### src/rtl/inst_ctrl_queue_if.sv
// inst_ctrl_queue_if: enqueue/dequeue handshake and status bundle for the instruction control queue.
interface inst_ctrl_queue_if #(
  parameter int DEPTH = 4,
  parameter int XLEN = 64,
  parameter int CTRL_W = 20
);
  logic flush;
  logic enq_valid;
  logic enq_ready;
  logic [XLEN-1:0] enq_addr;
  logic [31:0] enq_bits;
  logic [CTRL_W-1:0] enq_ctrl;
  logic enq_exc;
  logic deq_valid;
  logic deq_ready;
  logic [XLEN-1:0] deq_addr;
  logic [31:0] deq_bits;
  logic [CTRL_W-1:0] deq_ctrl;
  logic deq_exc;
  logic [$clog2(DEPTH):0] count;
  logic exc_locked;
  modport master (
    output flush, enq_valid, enq_addr, enq_bits, enq_ctrl, enq_exc, deq_ready,
    input enq_ready, deq_valid, deq_addr, deq_bits, deq_ctrl, deq_exc, count, exc_locked
  );
  modport slave (
    input flush, enq_valid, enq_addr, enq_bits, enq_ctrl, enq_exc, deq_ready,
    output enq_ready, deq_valid, deq_addr, deq_bits, deq_ctrl, deq_exc, count, exc_locked
  );
endinterface

### src/rtl/inst_ctrl_queue.sv
// inst_ctrl_queue: circular decoded-instruction queue that stops accepting after an exception
// entry until flushed; flush beats every handshake in the same cycle.
module inst_ctrl_queue #(
  parameter int DEPTH = 4,
  parameter int XLEN = 64,
  parameter int CTRL_W = 20
) (
  input logic clk,
  input logic rst,
  inst_ctrl_queue_if.slave q
);
  localparam int AW = $clog2(DEPTH);
  localparam int CW = AW + 1;
  logic [XLEN-1:0] addr_mem [DEPTH];
  logic [31:0] bits_mem [DEPTH];
  logic [CTRL_W-1:0] ctrl_mem [DEPTH];
  logic exc_mem [DEPTH];
  logic [AW-1:0] rp, wp;
  logic [CW-1:0] cnt;
  logic locked;
  logic enq, deq;
  // enq_ready is held low during reset even though the state already reads empty
  assign q.enq_ready = !rst && (cnt < CW'(DEPTH)) && !locked;
  assign q.deq_valid = cnt != '0;
  assign enq = q.enq_valid && q.enq_ready && !q.flush;
  assign deq = q.deq_valid && q.deq_ready && !q.flush;
  assign q.deq_addr = addr_mem[rp];
  assign q.deq_bits = bits_mem[rp];
  assign q.deq_ctrl = ctrl_mem[rp];
  assign q.deq_exc = exc_mem[rp];
  assign q.count = cnt;
  assign q.exc_locked = locked;
  always_ff @(posedge clk) begin
    if (enq) begin
      addr_mem[wp] <= q.enq_addr;
      bits_mem[wp] <= q.enq_bits;
      ctrl_mem[wp] <= q.enq_ctrl;
      exc_mem[wp] <= q.enq_exc;
    end
  end
  always_ff @(posedge clk or posedge rst) begin
    if (rst) begin
      rp <= '0;
      wp <= '0;
      cnt <= '0;
      locked <= 1'b0;
    end else if (q.flush) begin
      rp <= '0;
      wp <= '0;
      cnt <= '0;
      locked <= 1'b0;
    end else begin
      rp <= deq ? rp + AW'(1) : rp;
      wp <= enq ? wp + AW'(1) : wp;
      cnt <= cnt + CW'(enq) - CW'(deq);
      locked <= locked || (enq && q.enq_exc);
    end
  end
endmodule

### src/flat_wrapper.sv
// flat-port wrapper written by rule: the top's interface ports become plain ports
module inst_ctrl_queue_flat 
#(
  parameter int DEPTH = 4,
  parameter int XLEN = 64,
  parameter int CTRL_W = 20
)
  (clk, rst, q_flush, q_enq_valid, q_enq_addr, q_enq_bits, q_enq_ctrl, q_enq_exc, q_deq_ready, q_enq_ready, q_deq_valid, q_deq_addr, q_deq_bits, q_deq_ctrl, q_deq_exc, q_count, q_exc_locked);
  inst_ctrl_queue_if #(.DEPTH(DEPTH), .XLEN(XLEN), .CTRL_W(CTRL_W)) q_i ();
  input logic clk;
  input logic rst;
  input wire logic [$bits(q_i.flush)-1:0] q_flush;
  input wire logic [$bits(q_i.enq_valid)-1:0] q_enq_valid;
  input wire logic [$bits(q_i.enq_addr)-1:0] q_enq_addr;
  input wire logic [$bits(q_i.enq_bits)-1:0] q_enq_bits;
  input wire logic [$bits(q_i.enq_ctrl)-1:0] q_enq_ctrl;
  input wire logic [$bits(q_i.enq_exc)-1:0] q_enq_exc;
  input wire logic [$bits(q_i.deq_ready)-1:0] q_deq_ready;
  output wire logic [$bits(q_i.enq_ready)-1:0] q_enq_ready;
  output wire logic [$bits(q_i.deq_valid)-1:0] q_deq_valid;
  output wire logic [$bits(q_i.deq_addr)-1:0] q_deq_addr;
  output wire logic [$bits(q_i.deq_bits)-1:0] q_deq_bits;
  output wire logic [$bits(q_i.deq_ctrl)-1:0] q_deq_ctrl;
  output wire logic [$bits(q_i.deq_exc)-1:0] q_deq_exc;
  output wire logic [$bits(q_i.count)-1:0] q_count;
  output wire logic [$bits(q_i.exc_locked)-1:0] q_exc_locked;
  assign q_i.flush = q_flush;
  assign q_i.enq_valid = q_enq_valid;
  assign q_i.enq_addr = q_enq_addr;
  assign q_i.enq_bits = q_enq_bits;
  assign q_i.enq_ctrl = q_enq_ctrl;
  assign q_i.enq_exc = q_enq_exc;
  assign q_i.deq_ready = q_deq_ready;
  assign q_enq_ready = q_i.enq_ready;
  assign q_deq_valid = q_i.deq_valid;
  assign q_deq_addr = q_i.deq_addr;
  assign q_deq_bits = q_i.deq_bits;
  assign q_deq_ctrl = q_i.deq_ctrl;
  assign q_deq_exc = q_i.deq_exc;
  assign q_count = q_i.count;
  assign q_exc_locked = q_i.exc_locked;
  inst_ctrl_queue #(.DEPTH(DEPTH), .XLEN(XLEN), .CTRL_W(CTRL_W)) u_core (.clk(clk), .rst(rst), .q(q_i));
endmodule
### config.mk
export PLATFORM = sky130hd
export DESIGN_NAME = inst_ctrl_queue_flat
export DESIGN_NICKNAME = d
export VERILOG_FILES = /design/src/rtl/inst_ctrl_queue_if.sv /design/src/rtl/inst_ctrl_queue.sv /design/src/flat_wrapper.sv
export SDC_FILE = /design/constraint.sdc
export NUM_CORES = 1
export LEC_CHECK = 0
export ABC_AREA = 0
export CAP_MARGIN = 20
export CORE_ASPECT_RATIO = 0.9
export CORE_UTILIZATION = 30
export CTS_CLUSTER_SIZE = 8
export DETAILED_ROUTE_END_ITERATION = 8
export HOLD_SLACK_MARGIN = 0.1
export PLACE_DENSITY = 0.57
export RECOVER_POWER = 25
export SYNTH_ARGS = -nofsm -noshare
export SYNTH_HDL_FRONTEND = slang
export SYNTH_SLANG_ARGS = --single-unit
### constraint.sdc
create_clock -name clk -period 8.12 [get_ports clk]
set_input_delay 0.812 -clock clk [delete_from_list [all_inputs] [get_ports clk]]
set_output_delay 0.812 -clock clk [all_outputs]
set_load 0.02 [all_outputs]
==> reports/qor.yml, run 1 <==
status: "complete, no violations"
yosysSeqAreaShare: 0.818
antenna_left: 0
drc_errors: 0
htree_levels: 3
track_usage: 0.127
cpMaxStageDelayCell: "dfrtp_4"
r2r-start: "u_core.q.count[2]"
drt_iter0_drc: 441
grt_pass1_vias: 8758
hold_end: "u_core.q.exc_locked"
netlist_area_sq_mm: 0.0174
clock_skew_ps: 13.5
path_class: "flip-flop to output pin"
finish.utilization: 0.397
start_util: 0.304
r2r.worst_path.cells: 4
grt_max_degree: 118
cts_tree: "done"
totalWireLength_um: 36500
die_h_um: 231
place.gp.congestion: 0.721
hold_path.startpoint: "u_core.q.exc_locked"
dp_hpwl_um: 20000
io_buffer_count: 244
wire_per_inst_um: 20.9
synth_seq_cells: 476
io_pins: 245
hold_path.class: "flip-flop to flip-flop"
vias: 8075
die_x_um: 256
grt_setup_unrepaired: "false"
yosysUniqueCellTypes: 25
path_cells: "buf_4 -> mux4_2 -> clkdlybuf4s50_1"
drv_slew: 0
arrival_ps: 3630
worstReg2RegEnd: "u_core.bits_mem[3][11]"
fp.coreArea_sq_mm: 0.0572
power_frac_clock: 0.378
fin_nets: 1091
synth_area_per_cell_sq_um: 26.2
synth_top_area_cell: "edfxtp_1"
pwr-share-comb: 0.196
internal-power_mw: 5.03
syn_inst: 666
cts_setup_buffers: 0
worstSkewPairLatency_ps: 570
cp.required_ps: 7310
yosys-top-cells-area: "edfxtp_1, mux4_2, dfrtp_1"
cap_viol_max_count: 0
syn_to_final_growth_pct: 30.2
rows: 83
die-area_sq_mm: 0.0590
worst_pin_slew_ps: 968
first_pass_iters: 4
holdPathStages: 2
reg2reg_slack_ps: 5070
max_freq_mhz: 225
yosys.area.top_type_share: 0.807
cts_buffers: 69
maxSlewHeadroom: 0.355
synth_nets: 795
cts_sinks: 476
path_max_fanout: 44
p_per_area_mw_per_mm2: 294
cts_buffer_depth: 3
drive_gt1_frac: 0.221
period_needed_ps: 4450
antenna_found_initial: 12
sequentialPowerShare: 0.426
ys_warn_count: 0
slowest_delay_ps: 900
final_cell_mix: "edfxtp_1, clkdlybuf4s50_1, mux4_2"
cp-start-kind: "flip-flop"
viasPerCell: 4.63
irDropWorstVdd_v: 0.000143
grt_pass1_wl_um: 55300
fin_crit_sh: 0.547
net-switching-power_mw: 1.65
end_kind: "output pin"
hold_viol_final: 0
clkTransAtPathRegs_ps: 50
cts_resized: 0
hold_buffers: 0
setup_viol: 0
final_common_cell: "edfxtp_1"
clock-root-buffer: "clkbuf_16"
grt-ovfl-total: 0
leakage_nw: 7.06
setup_tns_ps: 0
swShare: 0.247
Yosys cell counts:
| master | number |
|---|---|
| mux2_2 | 3 |
| xnor3_4 | 1 |
| fa_1 | 1 |
| nor3b_2 | 4 |
| o22ai_1 | 1 |
| buf_2 | 7 |
| inv_1 | 7 |
| ha_1 | 6 |
| clkbuf_1 | 6 |
| buf_4 | 10 |
| o311ai_0 | 1 |
| or4b_1 | 1 |
| mux2i_1 | 1 |
| nor4b_1 | 1 |
| or3_2 | 1 |
| buf_1 | 5 |
| o31a_2 | 1 |
| nand2b_1 | 3 |
| mux4_2 | 117 |
| nor2_1 | 6 |
| dfrtp_1 | 8 |
| nor2b_1 | 5 |
| buf_6 | 1 |
| nor3_1 | 1 |
| edfxtp_1 | 468 |
power by group through the flow:
stage | Sequential (mW) | Clock, mW | Combinational (mW)
after floorplan | 2.85 | 0 | 0.812
after global placement | 2.89 | 0 | 1.34
after detailed placement | 2.89 | 0 | 1.35
after CTS | 2.85 | 2.62 | 1.35
after global routing | 2.86 | 2.71 | 1.40
final | 2.84 | 2.53 | 1.31
how the worst max path moves through the flow:
| stage | depth (start not counted) | from | endpoint | slack, ps |
|---|---|---|---|---|
| 6_report | 3 | u_core.rp[0] | q_deq_addr[56] | 3670 |
| 5_1_grt | 3 | u_core.rp[0] | q_deq_addr[56] | 3310 |
| 4_1_cts | 3 | u_core.rp[0] | q_deq_addr[56] | 3440 |
| 3_5_place_dp | 3 | u_core.rp[0] | q_deq_addr[56] | 4090 |
| 3_3_place_gp | 3 | u_core.rp[0] | q_deq_addr[56] | 4080 |
| 2_1_floorplan | 3 | rst | u_core.addr_mem[0][0] | 1560 |
cells by family after synthesis:
group | count (synthesis) | synth area share
mux | 121 | 0.154
simple gates | 22 | 0.00883
compound gates | 3 | 0.00144
buf+inv | 36 | 0.0108
xor+xnor | 1 | 0.00151
flops | 476 | 0.818
fa+ha+maj | 7 | 0.00546
per-layer routing:
layer	track usage	wire (um)
met3	0.0469	3110
met4	0.0434	914
met5	0	94
met2	0.186	16400
met1	0.174	16000
sequential cells by signal, summed over array words and instances, names as in the netlist:
| register | flops |
|---|---|
| u_core.addr_mem | 256 |
| u_core.bits_mem | 128 |
| u_core.ctrl_mem | 80 |
| u_core.exc_mem | 4 |
| u_core.q.count | 3 |
| u_core.q.exc_locked | 1 |
| u_core.rp | 2 |
| u_core.wp | 2 |
critical path, delay by kind of cell (launching register included):
kind	cells	cell delay [ps]
muxes	1	640
DFF	1	900
buffers and inverters	2	1440
per-stage QoR:
stage / instances / hold slack [ps] / power [mW] / instance area, sq um / setup WS [ps]
after floorplan: 666 / 555 / 3.66 / 17400 / 1560
after global routing: 1740 / 613 / 6.96 / 22700 / 3310
after CTS: 1740 / 556 / 6.82 / 22700 / 3440
final: 1745 / 592 / 6.68 / 22700 / 3670
after detailed placement: 1656 / 591 / 4.24 / 20800 / 4090
after global placement: 1656 / 569 / 4.23 / 20800 / 4080
layout make-up:
cell class	count	area (sq um)
multi-input combinational	154	3000
tap	765	957
clock buffer	79	1830
fill	5035	34500
inverter	7	26.3
antenna	5	12.5
sequential	476	14300
clock inverter	5	46.3
timing repair buffer	254	2550
Note: power is estimated with default switching activity, not from simulation.
==> run 2: changes to the inputs <==
--- a/config.mk
+++ b/config.mk
@@ -12,7 +12,7 @@
 export CTS_CLUSTER_SIZE = 8
 export DETAILED_ROUTE_END_ITERATION = 8
 export HOLD_SLACK_MARGIN = 0.1
-export PLACE_DENSITY = 0.57
+export PLACE_DENSITY = 0.59
 export RECOVER_POWER = 25
 export SYNTH_ARGS = -nofsm -noshare
 export SYNTH_HDL_FRONTEND = slang
==> constraint.sdc (replaced) <==
create_clock -name clk -period 3.9 [get_ports clk]
set_input_delay 0.39 -clock clk [delete_from_list [all_inputs] [get_ports clk]]
set_output_delay 0.39 -clock clk [all_outputs]
set_load 0.02 [all_outputs]
==> run 2 against run 1 <==
Net effect: sequential power is 110% higher; global-route usage is 0.68 points lower; clock skew is 5.4 ps higher; core utilization is 0.40 points higher; setup slack worse by 3100 ps; critical path type unchanged; non-clock buffer count is 16 higher; largest cell class unchanged; first-iteration DRC count is 12% lower; largest power group unchanged; die area stayed put; cell area is 1.0% higher; combinational power is 120% higher; critical path depth stayed put; flip-flop and latch count stayed put.
==> reports/qor.yml, run 2 (synthesis gave the netlist of run 1 again) <==
clock_skew_ps: 18.9
dp_hpwl_um: 20000
period_needed_ps: 3290
fp.coreArea_sq_mm: 0.0572
final_area_sq_mm: 0.0229
cts_buffer_depth: 3
setup_slack_ps: 613
drive_gt1_frac: 0.234
final_cell_mix: "edfxtp_1, clkdlybuf4s50_1, mux4_2"
path_class: "flip-flop to output pin"
final_common_cell: "edfxtp_1"
cts_buffers: 69
hold_path.class: "primary input to asynchronous set/reset pin"
clock-root-buffer: "clkbuf_16"
path_max_fanout: 45
drc_errors: 0
cts_setup_buffers: 0
totalWireLength_um: 34700
hold_buffers: 0
status: "complete, no violations"
arrival_ps: 2900
vias: 7924
max_freq_mhz: 304
nFillCells: 5035
antenna_found_initial: 7
start_util: 0.304
cts_resized: 0
cp.required_ps: 3510
end_kind: "output pin"
worstSkewPairLatency_ps: 580
grt_pass1_wl_um: 52900
clkTransAtPathRegs_ps: 50
die_h_um: 231
top_register: "u_core.addr_mem"
worst_pin_slew_ps: 644
cap_viol_max_count: 0
hold_viol_final: 0
grt-ovfl-total: 0
drt_iter0_drc: 389
grt_pass1_vias: 8593
first_pass_iters: 4
grt_setup_unrepaired: "false"
setup_viol: 0
cp-start-kind: "flip-flop"
htree_levels: 3
largest_reg_flops: 256
wire_per_inst_um: 19.7
place.gp.congestion: 0.712
cts_tree: "done"
drv_slew: 0
rows: 83
fin_nets: 1107
fin_crit_sh: 0.843
viasPerCell: 4.50
reg2reg_slack_ps: 1410
die-area_sq_mm: 0.0590
syn_to_final_growth_pct: 31.6
io_buffer_count: 244
maxSlewHeadroom: 0.565
dpl_cell_area_sq_mm: 0.0210
die_x_um: 256
io_pins: 245
p_per_area_mw_per_mm2: 609
place_worst_setup_slack_ps: 980
leakage_nw: 7.17
grt_max_degree: 72
irDropWorstVdd_v: 0.000261
track_usage: 0.120
cts_sinks: 476
reg_top3: "u_core.addr_mem: 256 flops, u_core.bits_mem: 128 flops, u_core.ctrl_mem: 80 flops"
antenna_left: 0
## run 2: changes by cell type in the layout (fill, tap and decap cells not counted), sizes merged
cell and delta:
buf +16, clkinv -1, dlygate4sd3 +3, clkdlybuf4s50 -3
## run 2: final cells by class
type	count	area, sq um	area share
tap	765	957	0.0418
inverter	7	26.3	0.00115
sequential	476	14300	0.622
timing repair buffer	270	2790	0.122
multi-input combinational	154	3000	0.131
clock inverter	4	42.5	0.00186
clock buffer	79	1830	0.0798
antenna	5	12.5	0.000546
## run 2: where the power goes
group / switching, mW / internal, mW / leakage, nW
Clock: 1.97 / 3.25 / 0.916
Sequential: 0.0921 / 5.78 / 4.33
Combinational: 1.34 / 1.53 / 1.93
Total: 3.40 / 10.6 / 7.17
## run 2: path summary, 6_finish.rpt
check | start | to | cells after the start
setup / recovery | u_core.rp[0] | q_deq_bits[25] | 3
hold / removal | rst | u_core.q.exc_locked | 2
setup reg to reg | u_core.q.count[2] | u_core.q.count[2] | 7
hold reg to reg | u_core.q.exc_locked | u_core.q.exc_locked | 2
max in group asynchronous | rst | u_core.rp[0] | 2
min in group clk | q_enq_addr[39] | u_core.addr_mem[2][39] | 1
## run 2: metal layers
layer | vias up | GRT usage | wire (um)
met1 | 4138 | 0.167 | 15800
met5 | - | 0 | 13
met2 | 250 | 0.178 | 15800
li1 | 3483 | - | -
met4 | 2 | 0.0400 | 678
met3 | 51 | 0.0385 | 2380
## run 2: metrics by stage
stage | instances | power [mW] | TNS [ps] | util | hold WS, ps
finish | 1760 | 14.0 | 0 | 0.401 | 259
CTS | 1755 | 14.2 | 0 | 0.400 | 101
global route | 1755 | 14.5 | 0 | 0.400 | 255
detailed placement | 1672 | 8.90 | 0 | 0.368 | 580
floorplan | 666 | 7.62 | -313530 | - | 206
global placement | 1672 | 8.89 | 0 | 0.368 | 569
## run 2: worst max-delay path, cell delays in order, from the launching register on
cell and delay [ps]:
dfrtp_4 670, buf_12 380, mux4_2 610, clkdlybuf4s50_1 560
==> run 3: changes to the inputs <==
--- a/config.mk
+++ b/config.mk
@@ -12,7 +12,7 @@
 export CTS_CLUSTER_SIZE = 8
 export DETAILED_ROUTE_END_ITERATION = 8
 export HOLD_SLACK_MARGIN = 0.1
-export PLACE_DENSITY = 0.59
+export PLACE_DENSITY = 0.57
 export RECOVER_POWER = 25
 export SYNTH_ARGS = -nofsm -noshare
 export SYNTH_HDL_FRONTEND = slang
==> constraint.sdc (replaced) <==
create_clock -name clk -period 3.29 [get_ports clk]
set_input_delay 0.329 -clock clk [delete_from_list [all_inputs] [get_ports clk]]
set_output_delay 0.329 -clock clk [all_outputs]
set_load 0.02 [all_outputs]
==> run 3 against run 2 <==
Net effect: final cell count is 0.63% higher; cell area is 0.34% higher; critical path depth did not move; sequential power up 19%; combinational power rose by 22%; die area stayed put; via count up 1.6%; hold slack better by 150 ps; critical path type unchanged; critical endpoint is now q_deq_addr[60]; largest cell class unchanged.
==> reports/qor.yml, run 3 (synthesis gave the netlist of run 1 again) <==
cp.required_ps: 2960
antenna_found_initial: 9
io_buffer_count: 244
hold_viol_final: 0
setup_slack_ps: 166
cp_num_buf_inv: 2
maxSlewHeadroom: 0.535
path_max_fanout: 40
grt_pass1_vias: 8578
top_register: "u_core.addr_mem"
leakage_nw: 7.19
totalWireLength_um: 37000
die_h_um: 231
path_class: "flip-flop to output pin"
grt_setup_unrepaired: "false"
die_x_um: 256
rows: 83
path_cells: "buf_4 -> mux4_2 -> clkdlybuf4s50_1"
io_pins: 245
end_kind: "output pin"
antenna_left: 0
drive_gt1_frac: 0.232
place.gp.congestion: 0.725
cts_tree: "done"
arrival_ps: 2790
grt-ovfl-total: 0
track_usage: 0.128
viasPerCell: 4.55
r2r.worst_path.cells: 7
cts_resized: 0
fp.coreArea_sq_mm: 0.0572
start_util: 0.304
wire_per_inst_um: 20.9
dp_hpwl_um: 21800
hold_slack_ps: 410
setup_viol: 0
max_freq_mhz: 320
critPathTopFamily: "buffers and inverters"
grt_pass1_wl_um: 55800
nFillCells: 5038
cts_buffer_depth: 3
fin_nets: 1107
clkTransAtPathRegs_ps: 50
irDropWorstVdd_v: 0.000314
cts_sinks: 476
clock-root-buffer: "clkbuf_16"
cts_buffers: 69
die-area_sq_mm: 0.0590
fin_crit_sh: 0.950
worst_pin_slew_ps: 697
cp-start-kind: "flip-flop"
setup_tns_ps: 0
holdPathStages: 1
hold_path.class: "primary input to flip-flop"
largest_reg_flops: 256
cpMaxStageDelayCell: "dfrtp_4"
final_common_cell: "edfxtp_1"
status: "complete, no violations"
htree_levels: 3
first_pass_iters: 4
period_needed_ps: 3120
p_per_area_mw_per_mm2: 726
grt_max_degree: 64
clock_skew_ps: 17.6
place_worst_setup_slack_ps: 461
drt_iter0_drc: 422
cap_viol_max_count: 0
crit_cells: 3
vias: 8053
final_cell_mix: "edfxtp_1, clkdlybuf4s50_1, mux4_2"
slowest_delay_ps: 880
drv_slew: 0
syn_to_final_growth_pct: 32.0
reg_top3: "u_core.addr_mem: 256 flops, u_core.bits_mem: 128 flops, u_core.ctrl_mem: 80 flops"
worstSkewPairLatency_ps: 580
drc_errors: 0
-- run 3: cell types whose count changed in the layout (fill, tap and decap cells not counted) --
| cell | delta |
|---|---|
| diode_2 | +3 |
| buf_12 | +3 |
| buf_4 | -4 |
| dlygate4sd3_1 | +1 |
| clkinv_2 | +1 |
| clkbuf_1 | +7 |
-- run 3: layout make-up --
cell class	count	area [sq um]	share of cell area
sequential	476	14300	0.620
tap	765	957	0.0416
clock inverter	5	47.5	0.00207
inverter	7	26.3	0.00114
multi-input combinational	154	3000	0.131
clock buffer	86	1850	0.0806
antenna	8	20.0	0.000870
timing repair buffer	270	2830	0.123
-- run 3: repair_timing --
item | 4_1_cts | 5_1_grt
hold endpoints to repair | 8 | 0
setup buffers | 0 | 0
hold buffers | 1 | 0
-- run 3: metrics by stage --
stage	power (mW)	cells	utilization	cell area, sq um
global route	17.4	1763	0.402	23000
global placement	10.6	1671	0.368	21100
CTS	17.0	1763	0.402	23000
floorplan	9.03	666	-	17400
detailed placement	10.7	1671	0.368	21100
finish	16.7	1771	0.402	23000
-- run 3: worst paths after layout --
check / start / endpoint / slack, ps
worst min register to register: u_core.wp[1] / u_core.wp[1] / 600
worst max register to register: u_core.q.count[2] / u_core.q.count[2] / 800
min in group asynchronous: rst / u_core.q.count[1] / 650
max in group asynchronous: rst / u_core.rp[0] / 2340
worst min-delay path: q_enq_bits[29] / u_core.bits_mem[1][29] / 410
worst max-delay path: u_core.rp[1] / q_deq_addr[60] / 170
-- run 3: report_power, final --
| group | internal (mW) | switching [mW] |
|---|---|---|
| sequential | 6.85 | 0.112 |
| combinational | 1.85 | 1.62 |
| clock | 3.90 | 2.38 |
| total | 12.6 | 4.11 |
-- run 3: per-layer routing --
| metal | part of all wire | routed length, um | GRT usage | up-vias |
|---|---|---|---|---|
| li1 | - | - | - | 3502 |
| met5 | 0.0011 | 40 | 0 | - |
| met3 | 0.073 | 2710 | 0.0455 | 70 |
| met1 | 0.45 | 16500 | 0.177 | 4230 |
| met4 | 0.021 | 778 | 0.0419 | 6 |
| met2 | 0.46 | 16900 | 0.188 | 245 |
-- run 3: worst reg2reg max path: stages (launching register included) --
cell and delay (ps):
dfrtp_2 460, or4b_1 760, nor2_1 190, ha_1 160, inv_1 50, fa_1 390, xnor3_4 310, nor2_1 100
